File: src/rtl/switch_pkg.sv
// Shared types and constants for the switch input-port receiver.
package switch_pkg;

    typedef enum logic [2:0] {
        ST_IDLE,
        ST_SA,
        ST_LEN,
        ST_PAY,
        ST_DROP
    } rx_state_e;

    typedef struct packed {
        logic       sop;
        logic       eop;
        logic [7:0] data;
    } rx_entry_t;

    localparam int DA_OFS    = 0;
    localparam int SA_OFS    = 1;
    localparam int LEN_OFS   = 2;
    localparam int HDR_BYTES = 3;

endpackage

File: src/rtl/switch_rx_fifo.sv
// Packet buffer with speculative write pointer: bytes become readable only
// after commit, and an uncommitted packet can be rolled back in one cycle.
module switch_rx_fifo
    import switch_pkg::*;
#(
    parameter int DEPTH = 64
) (
    input  logic                     clk,
    input  logic                     rst_n,
    input  logic                     wr_en,
    input  rx_entry_t                wr_entry,
    input  logic                     commit,
    input  logic                     rollback,
    input  logic                     pop,
    output rx_entry_t                rd_entry,
    output logic                     rd_valid,
    output logic                     full,
    output logic [$clog2(DEPTH):0]   free
);

    localparam int AW = $clog2(DEPTH);
    localparam int PW = AW + 1;

    rx_entry_t         mem [DEPTH];
    logic [PW-1:0]     wr_ptr;
    logic [PW-1:0]     wr_commit;
    logic [PW-1:0]     rd_ptr;
    logic [PW-1:0]     used;
    logic              pop_fire;
    logic              wr_fire;

    assign used     = wr_ptr - rd_ptr;
    assign rd_valid = (rd_ptr != wr_commit);
    assign pop_fire = pop && rd_valid;
    // A pop in the same cycle frees the slot the write is about to land in.
    assign full     = (used == PW'(DEPTH)) && !pop_fire;
    assign free     = PW'(DEPTH) - used + PW'(pop_fire);
    assign wr_fire  = wr_en && !full && !rollback;
    assign rd_entry = rd_valid ? mem[rd_ptr[AW-1:0]] : '0;

    always_ff @(posedge clk) begin
        if (wr_fire) mem[wr_ptr[AW-1:0]] <= wr_entry;
    end

    always_ff @(posedge clk or negedge rst_n) begin
        if (!rst_n) begin
            wr_ptr    <= '0;
            wr_commit <= '0;
            rd_ptr    <= '0;
        end else begin
            if (rollback)     wr_ptr <= wr_commit;
            else if (wr_fire) wr_ptr <= wr_ptr + PW'(1);
            if (commit)       wr_commit <= wr_ptr;
            if (pop_fire)     rd_ptr <= rd_ptr + PW'(1);
        end
    end

endmodule

File: src/rtl/switch_port_rx.sv
// Store-and-forward receiver for one switch input port: parses DA/SA/LEN/payload,
// validates length, commits good packets and rolls back bad ones.
module switch_port_rx
    import switch_pkg::*;
#(
    parameter int FIFO_DEPTH = 64,
    parameter int MAX_LEN    = 32,
    parameter int CNT_W      = 16
) (
    input  logic             clk,
    input  logic             rst_n,
    input  logic [7:0]       data,
    input  logic             status,
    output logic             busy,
    output logic [7:0]       out_data,
    output logic             out_sop,
    output logic             out_eop,
    output logic             out_valid,
    input  logic             out_ready,
    output logic             drop_pulse,
    output logic [CNT_W-1:0] pkt_ok_cnt,
    output logic [CNT_W-1:0] pkt_drop_cnt
);

    localparam int PW = $clog2(FIFO_DEPTH) + 1;
    localparam int RW = $clog2(MAX_LEN + 1);
    localparam logic [7:0] LEN_LIM = 8'(MAX_LEN);

    rx_state_e     state, nxt;
    logic [RW-1:0] rem, rem_nxt;
    logic          fresh;
    logic          wr_en, commit, drop, full;
    rx_entry_t     wr_entry, rd_entry;
    logic [PW-1:0] free;

    switch_rx_fifo #(.DEPTH(FIFO_DEPTH)) u_fifo (
        .clk      (clk),
        .rst_n    (rst_n),
        .wr_en    (wr_en),
        .wr_entry (wr_entry),
        .commit   (commit),
        .rollback (drop),
        .pop      (out_ready),
        .rd_entry (rd_entry),
        .rd_valid (out_valid),
        .full     (full),
        .free     (free)
    );

    assign out_data = rd_entry.data;
    assign out_sop  = rd_entry.sop;
    assign out_eop  = rd_entry.eop;
    assign busy     = free < PW'(MAX_LEN + HDR_BYTES);

    always_comb begin
        nxt      = state;
        rem_nxt  = rem;
        wr_en    = 1'b0;
        commit   = 1'b0;
        drop     = 1'b0;
        wr_entry = '{sop: 1'b0, eop: 1'b0, data: data};
        case (state)
            ST_IDLE: if (status) begin
                // First byte after reset may be mid-packet; never treat it as DA.
                if (fresh)     nxt = ST_DROP;
                else if (full) drop = 1'b1;
                else begin
                    wr_en        = 1'b1;
                    wr_entry.sop = 1'b1;
                    nxt          = ST_SA;
                end
            end
            ST_SA: begin
                if (!status || full) drop = 1'b1;
                else begin
                    wr_en = 1'b1;
                    nxt   = ST_LEN;
                end
            end
            ST_LEN: begin
                if (!status || data > LEN_LIM || full) drop = 1'b1;
                else begin
                    wr_en        = 1'b1;
                    wr_entry.eop = (data == 8'd0);
                    rem_nxt      = RW'(data);
                    nxt          = ST_PAY;
                end
            end
            ST_PAY: begin
                if (!status) begin
                    if (rem == '0) begin
                        commit = 1'b1;
                        nxt    = ST_IDLE;
                    end else drop = 1'b1;
                end else if (rem == '0 || full) drop = 1'b1;
                else begin
                    wr_en        = 1'b1;
                    wr_entry.eop = (rem == RW'(1));
                    rem_nxt      = rem - RW'(1);
                end
            end
            ST_DROP: if (!status) nxt = ST_IDLE;
            default: nxt = ST_IDLE;
        endcase
        if (drop) nxt = status ? ST_DROP : ST_IDLE;
    end

    always_ff @(posedge clk or negedge rst_n) begin
        if (!rst_n) begin
            state        <= ST_IDLE;
            rem          <= '0;
            fresh        <= 1'b1;
            drop_pulse   <= 1'b0;
            pkt_ok_cnt   <= '0;
            pkt_drop_cnt <= '0;
        end else begin
            state      <= nxt;
            rem        <= rem_nxt;
            fresh      <= 1'b0;
            drop_pulse <= drop;
            if (commit && pkt_ok_cnt != '1)  pkt_ok_cnt   <= pkt_ok_cnt + CNT_W'(1);
            if (drop && pkt_drop_cnt != '1)  pkt_drop_cnt <= pkt_drop_cnt + CNT_W'(1);
        end
    end

endmodule

File: config.mk
export PLATFORM = sky130hd
export DESIGN_NAME = switch_port_rx
export DESIGN_NICKNAME = d
export VERILOG_FILES = /design/src/rtl/switch_pkg.sv /design/src/rtl/switch_rx_fifo.sv /design/src/rtl/switch_port_rx.sv
export SDC_FILE = /design/constraint.sdc
export NUM_CORES = 1
export LEC_CHECK = 0
export CAP_MARGIN = 20
export CORE_MARGIN = 8
export CORE_UTILIZATION = 44
export CTS_CLUSTER_SIZE = 16
export DETAILED_ROUTE_END_ITERATION = 12
export GPL_TIMING_DRIVEN = 0
export PLACE_DENSITY_LB_ADDON = 0.15
export SYNTH_ARGS = -nofsm -noshare
export SYNTH_HDL_FRONTEND = slang
export SYNTH_HIERARCHICAL = 1
export SYNTH_SLANG_ARGS = --single-unit
File: constraint.sdc
create_clock -name clk -period 8.8 [get_ports clk]
set_input_delay 1.32 -clock clk [delete_from_list [all_inputs] [get_ports clk]]
set_output_delay 1.32 -clock clk [all_outputs]
set_load 0.005 [all_outputs]
==> flow_summary.toml, run 1 <==
[sta]
fin_crit_ns = 8.25
slew_viol_final = 0
slew-limit-headroom = 0.218
fin_crit_sh = 0.937
tns_ns = 0
finalClockSkew_ns = 0.0232
fmax_mhz = 121
hold_violations = 0
rsz0062_at_grt = "false"
worstMarginPinSlew_ns = 1.17
setup_viol = 0

[yosys]
synth_edf_count = 640
yosys_warnings = 6
synthArstFlopShare = 0.0909
post_synth_num_cell_types = 73
syn_nets = 1492
synth-seq-area-share = 0.723
avgSynthCellArea_um2 = 19.7
syn_area_um2 = 28800
postSynthCellCount = 1465
ys_ff_latch = 704
synthFlopType = "edfxtp_1"

[setup_path]
reg2reg_setup_slack_ns = 0.55
slowest_delay_ns = 0.84
reg2reg_from = "u_fifo/rd_ptr[2]$_DFFE_PN0P_"
end_kind = "register"
crit_top_cell = "buf_2"
r2r_cells = 20
cp_cell_sequence = "buf_2, buf_2, buf_1, inv_2, ha_1, a211oi_1, nor2_1, xor2_1, nand3b_1, clkbuf_1, nor2_1, nand2b_1, o21bai_2, buf_2, nand2_1, or3_1, buf_1, clkbuf_1, nor4_2, buf_6"
critPathKind = "reg2reg"
critPathMaxFanout = 10
critical_path_arrival_ns = 8.56
start_kind = "register"
worstReg2RegEnd = "u_fifo/mem[40][5]$_DFFE_PP_"
critPathSlowestCell = "nor4_2"
worstPathRequired_ns = 9.11

[finish]
syn2layout_area_growth_pct = 18.7
mostFrequentLayoutCell = "edfxtp_1"
drive_gt1_frac = 0.310
fin_nets = 1718
stdcell_area_um2 = 34200
final_cell_mix = "edfxtp_1, mux4_2, buf_4, clkbuf_16, dfrtp_1"
final_cell_count_no_fill = 2604
n_antenna_cell = 0
fillCellCount = 5087

[floorplan]
io_pins = 57
die_h_um = 272
die_w_um = 272
die-area_um2 = 73900
num_rows = 93
core_um2 = 64600
initial_core_util = 0.446

[placement]
place_inst = 2468
dpl_cell_area_um2 = 31600
place_congestion = 0.850
dp_hpwl_mm = 53.5
io_buffers = 56

[global_route]
grt_overflow = 0
grt_pass1_wl_mm = 111
grt_max_degree = 65
grt_usage = 0.205
grt_antenna_before_repair = 0
grt_pass1_vias = 15800

[clocking]
cts-root-buf = "clkbuf_16"
cts_resized = 2
hold_buffers = 0
cts_buffers = 74
path_clk_slew_ns = 0.06
cts_tree = "built"
htreeDepth = 3
post_cts_buffers = 0
clkLatencyLatePin_ns = 0.62
clk_path_buf_depth = 3
cts_num_sinks = 704

[hold_path]
whs_path_depth = 1
hp-class = "reg2reg"
min-delay-start = "pkt_ok_cnt[15]$_DFFE_PN0P_"
hold_path_end = "pkt_ok_cnt[15]$_DFFE_PN0P_"

[run]
drv_cap = 0

[drt]
drc = 0
drtIter0Drc = 1634
firstDrtPassIters = 7
wl_mm = 75.6
ant_nets = 0
via_per_inst = 6.00
num_vias = 15600
post_drt_wl_per_cell_um = 29.0

[power_and_ir_drop]
vdd_drop_max_uv = 214
powerDensity_nw_per_um2 = 304
power_uw = 10400
leakage_uw = 0.0113

[run_status]
status = "finished, final reports clean"
==> worst max-delay path: cells and delay by family, from the launching register on <==
family | cells | cell delay, ns
buffers and inverters | 9 | 3.61
AOI/OAI and AO/OA | 2 | 0.83
DFF | 1 | 0.40
adders and majority gates | 1 | 0.43
and+or+nand+nor | 7 | 2.36
xor gates and xnor gates | 1 | 0.27
==> power breakdown <==
part	switching, uW	internal, uW
sequential	68.5	3740
clock	1300	1890
combinational	1980	1410
total	3350	7040
==> cell usage after synthesis, types with 18 or more instances <==
master,instances,area [um2]
mux2i_1,18,180
a21oi_1,18,90.1
mux4_2,194,4370
nand3_1,19,95.1
clkbuf_1,39,146
buf_2,23,115
nor2_1,32,120
edfxtp_1,640,19200
dfrtp_1,63,1580
xor2_1,30,263
o21ai_0,20,100
nand2_1,62,233
nor4_1,63,394
==> state kept, by name, summed over array words and instances, names as in the netlist <==
signal	count
u_fifo/mem	640
pkt_drop_cnt	16
pkt_ok_cnt	16
u_fifo/rd_ptr	7
u_fifo/wr_commit	7
u_fifo/wr_ptr	7
rem	6
state	3
drop_pulse	1
fresh	1
==> kinds of logic (layout without fill, tap and decap cells) <==
logic type               Yosys count  after routing  share of synthesized area
buffers and inverters            107            391                     0.0169
AO/OA/AOI/OAI                    115            115                     0.0289
adder cells (fa/ha/maj)           15             15                    0.00678
XOR/XNOR                          47             47                     0.0143
other                              1              1                   0.000130
AND/OR/NAND/NOR                  251            251                     0.0469
flip-flops                       704            704                      0.723
multiplexers                     225            225                      0.163
==> through the flow <==
| step | util | setup slack (ns) | hold WS, ns |
|---|---|---|---|
| after floorplan | - | 1.03 | 0.484 |
| after global placement | 0.471 | -4.33 | 0.491 |
| after detailed placement | 0.489 | 0.0268 | 0.499 |
| after CTS | 0.528 | 0.0236 | 0.518 |
| after global routing | 0.529 | 0.0739 | 0.542 |
| final | 0.529 | 0.550 | 0.511 |
==> how the worst max path moves through the flow <==
stage	startpoint	endpoint	cells past startpoint
finish	u_fifo/rd_ptr[2]$_DFFE_PN0P_	u_fifo/mem[40][5]$_DFFE_PP_	20
detailed placement	u_fifo/rd_ptr[1]$_DFFE_PN0P_	u_fifo/mem[48][7]$_DFFE_PP_	20
floorplan	u_fifo/rd_ptr[1]$_DFFE_PN0P_	u_fifo/mem[0][9]$_DFFE_PP_	13
global placement	u_fifo/rd_ptr[1]$_DFFE_PN0P_	u_fifo/mem[32][9]$_DFFE_PP_	13
global route	u_fifo/rd_ptr[2]$_DFFE_PN0P_	u_fifo/mem[29][5]$_DFFE_PP_	21
CTS	u_fifo/rd_ptr[1]$_DFFE_PN0P_	u_fifo/mem[32][1]$_DFFE_PP_	20
==> routing by layer <==
metal | global-route usage | up-vias | wire (um)
met2 | 0.325 | 653 | 35900
met1 | 0.293 | 8335 | 32100
met5 | 0 | - | 0
met3 | 0.0380 | 86 | 6090
met4 | 0.0492 | 0 | 1390
li1 | - | 6544 | -
==> area by class of cell <==
class,instances,area [um2],share of cell area
clock inverter,44,490,0.0143
buffer,84,402,0.0117
tap,855,1070,0.0313
timing repair buffer,150,1370,0.0400
clock buffer,90,1990,0.0583
multi-input combinational,654,7950,0.233
sequential,704,20800,0.609
inverter,23,90.1,0.00264
Note: power is estimated with default switching activity, not from simulation.
==> run 2, diff against run 1 <==
--- a/config.mk
+++ b/config.mk
@@ -8,7 +8,7 @@
 export CAP_MARGIN = 20
 export CORE_MARGIN = 8
 export CORE_UTILIZATION = 44
-export CTS_CLUSTER_SIZE = 16
+export CTS_CLUSTER_SIZE = 24
 export DETAILED_ROUTE_END_ITERATION = 12
 export GPL_TIMING_DRIVEN = 0
 export PLACE_DENSITY_LB_ADDON = 0.15
==> run 2 against run 1 <==
  * Sequential power barely moved
  * Worst setup slack lost 0.085 ns
  * Sequential cell count is the same
  * Fmax decreased by 1.0%
  * Clock skew down 0.0015 ns
  * Combinational power is essentially flat
  * Critical path depth is the same
  * Hold slack about the same
  * Sequential share of layout area did not move
  * Via count about the same
  * Core utilization unchanged
  * Die area stayed put
  * Largest cell class unchanged
==> flow_summary.toml, run 2 (same netlist as run 1, synthesis figures left out) <==
[sta]
fmax_mhz = 120
fin_crit_sh = 0.947
tns_ns = 0
slew_viol_final = 0
slew-limit-headroom = 0.224
setup_viol = 0
hold_violations = 0
fin_crit_ns = 8.33
rsz0062_at_grt = "false"
finalClockSkew_ns = 0.0217
worstMarginPinSlew_ns = 1.16
fin_hold_ws_ns = 0.511
setup_ws_ns = 0.465

[global_route]
grt_max_degree = 65
grt_pass1_vias = 15800
grt_overflow = 0
grt_usage = 0.205
grt_antenna_before_repair = 0
grt_pass1_wl_mm = 111

[drt]
firstDrtPassIters = 5
via_per_inst = 6.00
drc = 0
num_vias = 15600
ant_nets = 0
post_drt_wl_per_cell_um = 29.1
drtIter0Drc = 1775
wl_mm = 75.7

[floorplan]
initial_core_util = 0.446
die-area_um2 = 73900
die_h_um = 272
die_w_um = 272
num_rows = 93
io_pins = 57
core_um2 = 64600

[finish]
regArea_um2 = 20800
multi_input_area_um2 = 7950
n_antenna_cell = 0
drive_gt1_frac = 0.310
final_cell_mix = "edfxtp_1, mux4_2, buf_4, clkbuf_16, dfrtp_1"
largest_reg_flops = 640
mostFrequentLayoutCell = "edfxtp_1"
syn2layout_area_growth_pct = 18.7
fillCellCount = 5087
fin_nets = 1718

[setup_path]
start_kind = "register"
worstReg2RegEnd = "u_fifo/mem[25][4]$_DFFE_PP_"
critPathMaxFanout = 10
end_kind = "register"
worstPathRequired_ns = 9.12
reg2reg_from = "u_fifo/rd_ptr[2]$_DFFE_PN0P_"
critPathKind = "reg2reg"
r2r_cells = 20
critical_path_arrival_ns = 8.65
reg2reg_setup_slack_ns = 0.47

[hold_path]
hp-class = "reg2reg"
hold_path_end = "pkt_ok_cnt[15]$_DFFE_PN0P_"
min-delay-start = "pkt_ok_cnt[15]$_DFFE_PN0P_"
whs_path_depth = 1

[clocking]
cts_tree = "built"
path_clk_slew_ns = 0.06
hold_buffers = 0
clk_path_buf_depth = 3
cts_num_sinks = 704
post_cts_buffers = 0
clkLatencyLatePin_ns = 0.62
htreeDepth = 3
cts_buffers = 74
cts-root-buf = "clkbuf_16"
cts_resized = 2

[power_and_ir_drop]
vdd_drop_max_uv = 214
leakage_uw = 0.0113
power_uw = 10400
powerDensity_nw_per_um2 = 304

[placement]
dpl_worst_slack_ns = 0.0268
io_buffers = 56
place_congestion = 0.850
dp_hpwl_mm = 53.5

[run_status]
status = "finished, final reports clean"

[run]
drv_cap = 0
run 2: cell counts in the layout (fill, tap and decap cells not counted):
Identical to the previous run, type by type.
run 2: power by group:
part	total, uW	internal [uW]	switching (uW)	leakage [uW]
Combinational	3400	1410	1980	0.00338
Sequential	3810	3740	69.3	0.00667
Clock	3190	1890	1300	0.00122
Total	10400	7040	3350	0.0113
run 2: per-stage QoR:
| stage | utilization | std cells | instance area, um2 |
|---|---|---|---|
| floorplan | - | 1465 | 28800 |
| global placement | 0.471 | 2376 | 30400 |
| detailed placement | 0.489 | 2468 | 31600 |
| CTS | 0.528 | 2602 | 34100 |
| global route | 0.529 | 2604 | 34200 |
| finish | 0.529 | 2604 | 34200 |
run 2: layout make-up:
class / instances / share of cell area
sequential: 704 / 0.609
clock buffer: 90 / 0.0583
clock inverter: 44 / 0.0143
inverter: 23 / 0.00264
buffer: 84 / 0.0117
timing repair buffer: 150 / 0.0400
multi-input combinational: 654 / 0.233
tap: 855 / 0.0313
run 2: how the worst max path moves through the flow:
stage	cells after the start	endpoint	slack [ns]	startpoint
6_report	20	u_fifo/mem[25][4]$_DFFE_PP_	0.47	u_fifo/rd_ptr[2]$_DFFE_PN0P_
2_1_floorplan	13	u_fifo/mem[0][9]$_DFFE_PP_	1.03	u_fifo/rd_ptr[1]$_DFFE_PN0P_
5_1_grt	21	u_fifo/mem[29][5]$_DFFE_PP_	0.07	u_fifo/rd_ptr[2]$_DFFE_PN0P_
4_1_cts	20	u_fifo/mem[32][1]$_DFFE_PP_	0.02	u_fifo/rd_ptr[1]$_DFFE_PN0P_
3_3_place_gp	13	u_fifo/mem[32][9]$_DFFE_PP_	-4.33	u_fifo/rd_ptr[1]$_DFFE_PN0P_
3_5_place_dp	20	u_fifo/mem[48][7]$_DFFE_PP_	0.03	u_fifo/rd_ptr[1]$_DFFE_PN0P_
run 2: critical path, stage by stage, from the launching register on:
cell	delay (ns)
dfrtp_1	0.41
buf_2	0.39
buf_2	0.47
buf_1	0.72
inv_2	0.36
ha_1	0.44
a211oi_1	0.41
nor2_1	0.11
xor2_1	0.28
nand3b_1	0.33
clkbuf_1	0.40
nor2_1	0.17
nand2b_1	0.27
o21bai_2	0.42
buf_2	0.32
nand2_1	0.23
or3_1	0.42
buf_1	0.28
clkbuf_1	0.47
nor4_2	0.83
buf_4	0.30
run 2: per-layer routing:
| layer | up-vias | track usage | wire, um |
|---|---|---|---|
| li1 | 6542 | - | - |
| met1 | 8346 | 0.293 | 32400 |
| met2 | 632 | 0.325 | 35900 |
| met3 | 95 | 0.0380 | 5840 |
| met4 | 0 | 0.0492 | 1510 |
| met5 | - | 0 | 0 |
==> run 3, diff against run 2 <==
--- a/config.mk
+++ b/config.mk
@@ -11,6 +11,7 @@
 export CTS_CLUSTER_SIZE = 24
 export DETAILED_ROUTE_END_ITERATION = 12
 export GPL_TIMING_DRIVEN = 0
+export MAX_ROUTING_LAYER = met4
 export PLACE_DENSITY_LB_ADDON = 0.15
 export SYNTH_ARGS = -nofsm -noshare
 export SYNTH_HDL_FRONTEND = slang
==> run 3 against run 2 <==
  * Sequential share of layout area stayed put
  * Core utilization unchanged
  * Wire length grew 0.15%
  * Largest cell class unchanged
  * Via count about the same
  * Critical path depth unchanged
  * Register-to-register slack improved by 0.02 ns
  * Clock power hardly changed
  * Clock-buffer cell count unchanged
  * Highest routed layer unchanged
==> flow_summary.toml, run 3 (same netlist as run 1, synthesis figures left out) <==
[global_route]
grt_pass1_vias = 15800
grt_usage = 0.211
grt_max_degree = 65
grt_pass1_wl_mm = 111
grt_antenna_before_repair = 0
grt_overflow = 0

[setup_path]
end_kind = "register"
worstPathRequired_ns = 9.12
critPathMaxFanout = 10
reg2reg_from = "u_fifo/rd_ptr[2]$_DFFE_PN0P_"
critical_path_arrival_ns = 8.64
start_kind = "register"
cp-startpoint = "u_fifo/rd_ptr[2]$_DFFE_PN0P_"
critPathKind = "reg2reg"

[sta]
fin_hold_ws_ns = 0.512
finalClockSkew_ns = 0.0234
slew-limit-headroom = 0.177
fin_crit_sh = 0.945
fin_crit_ns = 8.32
setup_viol = 0
setup_ws_ns = 0.482
rsz0062_at_grt = "false"
slew_viol_final = 0
tns_ns = 0
hold_violations = 0
worstMarginPinSlew_ns = 1.23
fmax_mhz = 120

[finish]
stdcell_area_um2 = 34200
largest_reg_flops = 640
fin_nets = 1718
final_cell_count_no_fill = 2604
mostFrequentLayoutCell = "edfxtp_1"
syn2layout_area_growth_pct = 18.7
drive_gt1_frac = 0.310
final_cell_mix = "edfxtp_1, mux4_2, buf_4, clkbuf_16, dfrtp_1"
n_antenna_cell = 0

[drt]
num_vias = 15600
ant_nets = 0
post_drt_wl_per_cell_um = 29.1
via_per_inst = 6.00
wl_mm = 75.8
drc = 0
drtIter0Drc = 1701
firstDrtPassIters = 5

[floorplan]
die_w_um = 272
die_h_um = 272
initial_core_util = 0.446
num_rows = 93
die-area_um2 = 73900
core_um2 = 64600
io_pins = 57

[clocking]
cts-root-buf = "clkbuf_16"
post_cts_buffers = 0
clkLatencyLatePin_ns = 0.62
cts_tree = "built"
path_clk_slew_ns = 0.06
htreeDepth = 3
cts_buffers = 74
clk_path_buf_depth = 3
cts_num_sinks = 704

[power_and_ir_drop]
powerDensity_nw_per_um2 = 304
leakage_uw = 0.0113
vdd_drop_max_uv = 215

[run]
drv_cap = 0

[hold_path]
min-delay-start = "pkt_ok_cnt[15]$_DFFE_PN0P_"
hp-class = "reg2reg"

[placement]
dpl_cell_area_um2 = 31600
io_buffers = 56
dpl_worst_slack_ns = 0.0268
dp_hpwl_mm = 53.5
place_inst = 2468
place_congestion = 0.864

[run_status]
status = "finished, final reports clean"
-- run 3: metrics by stage --
step / utilization / total power [uW]
6_report: 0.529 / 10400
3_5_place_dp: 0.489 / 7240
4_1_cts: 0.528 / 10400
2_1_floorplan: - / 5900
5_1_grt: 0.529 / 10800
3_3_place_gp: 0.471 / 7120
-- run 3: path summary, 6_finish.rpt --
| kind | end | cells past startpoint | slack [ns] |
|---|---|---|---|
| min in group asynchronous | pkt_drop_cnt[11]$_DFFE_PN0P_ | 1 | 0.82 |
| worst max-delay path | u_fifo/mem[25][4]$_DFFE_PP_ | 20 | 0.48 |
| worst min-delay path | pkt_ok_cnt[15]$_DFFE_PN0P_ | 1 | 0.51 |
| worst max register to register | u_fifo/mem[25][4]$_DFFE_PP_ | 20 | 0.48 |
| worst min register to register | pkt_ok_cnt[15]$_DFFE_PN0P_ | 1 | 0.51 |
| max in group asynchronous | pkt_ok_cnt[11]$_DFFE_PN0P_ | 1 | 7.41 |
-- run 3: per-layer routing --
layer / track usage / part of all wire / up-vias
li1: - / - / 6547
met1: 0.295 / 0.43 / 8341
met2: 0.325 / 0.47 / 643
met3: 0.0357 / 0.074 / 97
met4: 0.0496 / 0.019 / 0
met5: - / 0 / -
-- run 3: critical path, stage by stage (launching register included) --
cell and delay, ns:
dfrtp_1 0.40, buf_2 0.39, buf_2 0.48, buf_1 0.73
inv_2 0.36, ha_1 0.44, a211oi_1 0.40, nor2_1 0.11
xor2_1 0.28, nand3b_1 0.34, clkbuf_1 0.40, nor2_1 0.17
nand2b_1 0.27, o21bai_2 0.42, buf_2 0.32, nand2_1 0.23
or3_1 0.41, buf_1 0.26, clkbuf_1 0.49, nor4_2 0.81
buf_4 0.30
-- run 3: cell type report --
type | count | area (um2)
fillers | 5087 | 30400
flip-flops and latches | 704 | 20800
multi-input cells | 654 | 7950
clock buffers | 90 | 1990
repair buffers | 150 | 1370
well taps | 855 | 1070
clock inverters | 44 | 490
plain buffers | 84 | 402
inverters | 23 | 90.1
-- run 3: timing repair --
item                       4_1_cts  5_1_grt
gates resized for setup          2       12
hold buffers                     0        0
setup endpoints to repair        6      403
-- run 3: power breakdown --
part / switching, uW / internal, uW
combinational: 1990 / 1410
clock: 1300 / 1890
sequential: 69.2 / 3740
total: 3360 / 7040
